<file path="config.mk">
export PLATFORM = sky130hd
export DESIGN_NAME = t03_fetch_unit
export DESIGN_NICKNAME = d
export VERILOG_FILES = /design/src/rtl/t03_fetch_pkg.sv /design/src/rtl/t03_fetch_unit.sv
export SDC_FILE = /design/constraint.sdc
export NUM_CORES = 1
export LEC_CHECK = 0
export ABC_AREA = 1
export ABC_CLOCK_PERIOD_IN_PS = 1600
export CAP_MARGIN = 0
export CORE_MARGIN = 2
export CORE_UTILIZATION = 39
export DETAILED_ROUTE_END_ITERATION = 8
export GPL_TIMING_DRIVEN = 0
export HOLD_SLACK_MARGIN = 0.1
export PLACE_DENSITY = 0.81
export SLEW_MARGIN = 5
export SYNTH_ARGS = -nofsm -noshare
export SYNTH_HDL_FRONTEND = slang
export SYNTH_SLANG_ARGS = --single-unit
export TNS_END_PERCENT = 1
</file>
<file path="constraint.sdc">
create_clock -name clk -period 1.6 [get_ports clk]
set_input_delay 0.16 -clock clk [delete_from_list [all_inputs] [get_ports clk]]
set_output_delay 0.16 -clock clk [all_outputs]
set_load 0.03 [all_outputs]
</file>
<file path="src/rtl/t03_fetch_pkg.sv">
// Shared types and defaults for the instruction fetch unit.
package t03_fetch_pkg;

    typedef enum logic [1:0] {
        ST_IDLE  = 2'd0,
        ST_REQ   = 2'd1,
        ST_VALID = 2'd2,
        ST_ERR   = 2'd3
    } fetch_state_e;

    localparam logic [31:0] RESET_INSTR_DEFAULT = 32'h0000_0013;

    function automatic logic is_misaligned(input logic [31:0] addr);
        return (addr[1:0] != 2'b00);
    endfunction

endpackage

</file>
<file path="src/rtl/t03_fetch_unit.sv">
// Single-outstanding instruction fetch: request, hold the word until consumed,
// trap permanently on a misaligned fetch address.
module t03_fetch_unit
    import t03_fetch_pkg::*;
#(
    parameter logic [31:0] RESET_INSTR = RESET_INSTR_DEFAULT
) (
    input  logic        clk,
    input  logic        nrst,
    input  logic [31:0] cur_addr,
    input  logic [31:0] next_addr,
    input  logic        stall,
    output logic        imem_ren,
    output logic [31:0] imem_addr,
    input  logic [31:0] imem_rdata,
    input  logic        imem_ack,
    output logic [31:0] instr,
    output logic        instr_valid,
    output logic        freeze_pc,
    output logic        misaligned,
    output logic [31:0] fetch_count
);

    fetch_state_e state_q, state_d;
    logic [31:0]  addr_q, addr_d;
    logic [31:0]  instr_q, instr_d;
    logic         instr_valid_q, instr_valid_d;
    logic         imem_ren_q, imem_ren_d;
    logic [31:0]  imem_addr_q, imem_addr_d;
    logic         misaligned_q, misaligned_d;
    logic [31:0]  fetch_count_q, fetch_count_d;

    // Next-state and next-output computation for the fetch FSM.
    always_comb begin
        state_d       = state_q;
        addr_d        = addr_q;
        instr_d       = instr_q;
        instr_valid_d = instr_valid_q;
        fetch_count_d = fetch_count_q;
        case (state_q)
            ST_IDLE: begin
                addr_d  = cur_addr;
                state_d = is_misaligned(cur_addr) ? ST_ERR : ST_REQ;
            end
            ST_REQ: begin
                if (imem_ack) begin
                    instr_d       = imem_rdata;
                    instr_valid_d = 1'b1;
                    state_d       = ST_VALID;
                end else begin
                    state_d       = ST_REQ;
                end
            end
            ST_VALID: begin
                if (!stall) begin
                    fetch_count_d = fetch_count_q + 32'd1;
                    instr_valid_d = 1'b0;
                    addr_d        = next_addr;
                    state_d       = is_misaligned(next_addr) ? ST_ERR : ST_REQ;
                end else begin
                    state_d       = ST_VALID;
                end
            end
            ST_ERR: begin
                instr_valid_d = 1'b0;
                state_d       = ST_ERR;
            end
            default: begin
                instr_valid_d = 1'b0;
                state_d       = ST_ERR;
            end
        endcase
        // Memory-side outputs are registered from the next state so they line up with it.
        imem_ren_d   = (state_d == ST_REQ);
        imem_addr_d  = addr_d;
        misaligned_d = (state_d == ST_ERR);
    end

    // State and output registers with asynchronous active-low reset.
    always_ff @(posedge clk or negedge nrst) begin
        if (!nrst) begin
            state_q       <= ST_IDLE;
            addr_q        <= 32'h0000_0000;
            instr_q       <= RESET_INSTR;
            instr_valid_q <= 1'b0;
            imem_ren_q    <= 1'b0;
            imem_addr_q   <= 32'h0000_0000;
            misaligned_q  <= 1'b0;
            fetch_count_q <= 32'h0000_0000;
        end else begin
            state_q       <= state_d;
            addr_q        <= addr_d;
            instr_q       <= instr_d;
            instr_valid_q <= instr_valid_d;
            imem_ren_q    <= imem_ren_d;
            imem_addr_q   <= imem_addr_d;
            misaligned_q  <= misaligned_d;
            fetch_count_q <= fetch_count_d;
        end
    end

    // The PC may only advance in the exact cycle an instruction is consumed.
    always_comb begin
        freeze_pc = !((state_q == ST_VALID) && !stall);
    end

    assign imem_ren    = imem_ren_q;
    assign imem_addr   = imem_addr_q;
    assign instr       = instr_q;
    assign instr_valid = instr_valid_q;
    assign misaligned  = misaligned_q;
    assign fetch_count = fetch_count_q;

endmodule
</file>
==> flow_summary.json <==
{
  "ctsLongestPathBuffers": 2,
  "portBuffers": 199,
  "vias": 4284,
  "cp-start-kind": "flop",
  "path_max_fanout": 10,
  "internal_power_mw": 7.12,
  "ys_seq_area_share_pct": 54.4,
  "synth.distinct_cells": 24,
  "min_path_type": "input port to async pin",
  "core_um2": 11500,
  "synth_seq_cells": 101,
  "firstDrtPassIters": 5,
  "boundaryPins": 200,
  "die_h_um": 113,
  "finalNetCount": 814,
  "grt_use_total_pct": 20.6,
  "drt_iter0_markers": 230,
  "ant_nets": 0,
  "numCtsBuffers": 9,
  "setup.worst_path.class": "flop to flop",
  "critPathTopFamily": "simple AND/OR/NAND/NOR gates",
  "layout-drive-gt1-share_pct": 13.0,
  "synth.avg_cell_area_um2": 9.33,
  "synthTopCellsByArea": "dfrtp_1, nand2_1, nor2_1",
  "post-synth-top-area-cell": "dfrtp_1",
  "synth_xor_area_share_pct": 3.39,
  "drv_cap": 0,
  "areaGrowthSynthToFinish_pct": 54.4,
  "netlist_area_um2": 4660,
  "critPathMaxStageDelay_ns": 0.45,
  "crit_path_end_kind": "flop",
  "synth.top_cell.area_share_pct": 52.7,
  "die_w_um": 113,
  "rsz0062_at_grt": "yes",
  "clk_pin_slew_ns": 0.07,
  "synth_compound_area_share_pct": 5.75,
  "fin_crit_sh_pct": 99.9,
  "min_period_ns": 1.60,
  "cts.sinks": 101,
  "routed_via_density": 4.98,
  "status": "completed",
  "rows": 39,
  "antenna_cells": 0,
  "start_util_pct": 40.4,
  "switching_share_pct": 40.1,
  "dp.final_hpwl_um": 9960,
  "slew_headroom_pct": 55.7,
  "power.leakage_nw": 3.30,
  "placedCellCount": 842,
  "path_cells": "inv_2, nand2_4, nor2_4, buf_8, nand3_4, nor2_4, buf_4, xor2_1",
  "p_switching_mw": 4.77,
  "fmax_mhz": 625,
  "finClkSkew_ns": 0.00962,
  "finalSetupViolations": 0,
  "final_cells": 861,
  "overflow": 0,
  "peakVddDrop_mv": 0.827,
  "worstPathRequired_ns": 1.87,
  "cpMostUsedCell": "nor2_4",
  "syn-num-nets": 600,
  "hold_viol_final": 0,
  "synth-simple-area-share_pct": 23.8,
  "critPathBufInv": 3,
  "seq_power_share_pct": 33.8,
  "power.share.clock_pct": 17.3,
  "grt_max_degree": 53,
  "slowest_stage": "dfrtp_2",
  "syn_inst": 499,
  "wl_per_cell_um": 15.2,
  "synth_warnings": 0,
  "grt_pass1_wl_um": 21100,
  "p_comb_share_pct": 49.0,
  "insertion_delay_ns": 0.34,
  "yosys.area_share.adder_pct": 0.269,
  "maxSlewViolCount": 0,
  "drc": 0,
  "clock-root-buffer": "clkbuf_16",
  "cp.arrival_ns": 1.87,
  "muxShareOfSynthArea_pct": 7.74,
  "die-area_um2": 12800,
  "synth_top_family_by_area": "simple AND/OR/NAND/NOR gates",
  "cts_tree": "built",
  "worst_slew_pin_slew_ns": 0.664,
  "power_mw": 11.9,
  "cts_max_level": 3,
  "place.gp.congestion": 0.855,
  "grt_pass1_vias": 4363,
  "antenna_found_initial": 0,
  "p_per_area_nw_per_um2": 1650,
  "routed_wl_um": 13100,
  "hold-worst-slack_ns": 0.402
}
-- stage by stage --
step / worst slack, ns / cell area, µm² / setup TNS, ns / utilization (%)
detailed placement: -0.222 / 6860 / -3.29 / 59.6
CTS: -0.0608 / 7130 / -0.527 / 61.9
global route: -0.0876 / 7190 / -0.424 / 62.4
finish: 0.000852 / 7190 / 0 / 62.4
floorplan: 0.0578 / 4660 / 0 / -
global placement: -3.65 / 6830 / -330.14 / 59.3
-- cell families (layout without fill, tap and decap cells) --
family,Yosys count,in the layout
multiplexers,32,32
flip-flops,101,101
AO/OA/AOI/OAI,37,37
XOR/XNOR,18,18
buffers and inverters,52,271
adder cells (fa/ha/maj),1,1
AND/OR/NAND/NOR,258,258
-- worst register-to-register path: stages (launching register included) --
cell     delay [ns]
dfrtp_2        0.45
inv_2          0.10
nand2_4        0.08
nor2_4         0.16
buf_8          0.17
nand3_4        0.13
nor2_4         0.19
buf_4          0.14
xor2_1         0.13
-- registers in the layout, summed over array words and instances, names as in the netlist --
register and cells:
fetch_count 32, imem_addr 32, instr 32, state_q 2
imem_ren 1, instr_valid 1, misaligned 1
-- per-layer routing --
| layer | share of wire (%) | GRT usage [%] | vias up | wire length [µm] |
|---|---|---|---|---|
| met3 | 6.9 | 4.07 | 26 | 905 |
| li1 | - | - | 2052 | - |
| met4 | 2.3 | 7.97 | 0 | 301 |
| met5 | 0 | 0 | - | 0 |
| met1 | 40 | 24.8 | 2010 | 5230 |
| met2 | 51 | 36.3 | 196 | 6670 |
-- power groups by stage --
stage | registers, mW | clock network [mW] | logic (mW)
global route | 4.13 | 2.21 | 6.16
finish | 4.02 | 2.05 | 5.82
CTS | 4.01 | 2.09 | 5.85
floorplan | 5.76 | 0 | 1.56
detailed placement | 4.05 | 0 | 5.87
global placement | 3.99 | 0 | 5.73
-- Yosys cell counts (all sizes together) --
cell and instances:
o31ai 33, ha 1, o21ai 4, nand3 25
nand2 108, xnor2 10, nand4 12, inv 36
dfrtp 98, xor2 8, and2 2, dfstp 3
buf 16, nor3 1, nor2 108, nand3b 2
mux2 32
-- final cells by class --
cell class / count / area (µm²)
well taps: 143 / 179
inverters: 36 / 135
clock inverters: 3 / 20.0
multi-input cells: 346 / 1960
fillers: 946 / 4330
clock buffers: 13 / 260
plain buffers: 16 / 92.6
flip-flops and latches: 101 / 2530
repair buffers: 203 / 2010
-- layout by cell type (no fill, tap or decap), types with 2 or more instances in the layout --
| cell | netlist | routed |
|---|---|---|
| clkbuf_16 | 0 | 9 |
| clkdlybuf4s50_1 | 0 | 163 |
| mux2_2 | 32 | 32 |
| nand3_1 | 24 | 22 |
| inv_1 | 35 | 35 |
| nor2_1 | 101 | 96 |
| o31ai_1 | 33 | 33 |
| xnor2_1 | 10 | 10 |
| xor2_1 | 8 | 8 |
| dlymetal6s2s_1 | 0 | 3 |
| nor2_2 | 3 | 4 |
| nand3b_1 | 2 | 2 |
| clkbuf_1 | 0 | 2 |
| dfstp_2 | 3 | 3 |
| nand3_2 | 0 | 2 |
| clkinvlp_4 | 0 | 2 |
| dfrtp_1 | 98 | 95 |
| clkbuf_8 | 0 | 2 |
| dfrtp_2 | 0 | 3 |
| nand4_1 | 12 | 12 |
| buf_2 | 15 | 15 |
| nand2_4 | 1 | 3 |
| dlygate4sd2_1 | 0 | 31 |
| and2_1 | 2 | 2 |
| o21ai_0 | 4 | 4 |
| nand2_1 | 105 | 105 |
| nor2_4 | 4 | 8 |
| buf_4 | 0 | 4 |
-- final timing paths --
kind                                           start                     endpoint  slack, ns  depth (start not counted)
max in group asynchronous                       nrst   fetch_count[1]$_DFFE_PN0P_       0.49                          3
min in group clk                         cur_addr[6]     imem_addr[6]$_DFFE_PN0P_       0.43                          3
hold / removal                                  nrst         instr[7]$_DFFE_PN0P_       0.40                          2
setup / recovery                state_q[0]$_DFF_PN0_  fetch_count[18]$_DFFE_PN0P_     0.0009                          8
hold reg to reg            imem_addr[30]$_DFFE_PN0P_    imem_addr[30]$_DFFE_PN0P_       0.48                          2
setup reg to reg                state_q[0]$_DFF_PN0_  fetch_count[18]$_DFFE_PN0P_     0.0009                          8
-- timing repair --
| item | 4_1_cts | 5_1_grt |
|---|---|---|
| buffers inserted | 0 | 2 |
| pin swaps | 0 | 2 |
| hold buffers | 1 | 0 |
| endpoints found under the setup margin | 40 | 52 |
| resized for setup | 38 | 18 |
| hold endpoints to repair | 50 | 0 |
Note: power is estimated with default switching activity, not from simulation.
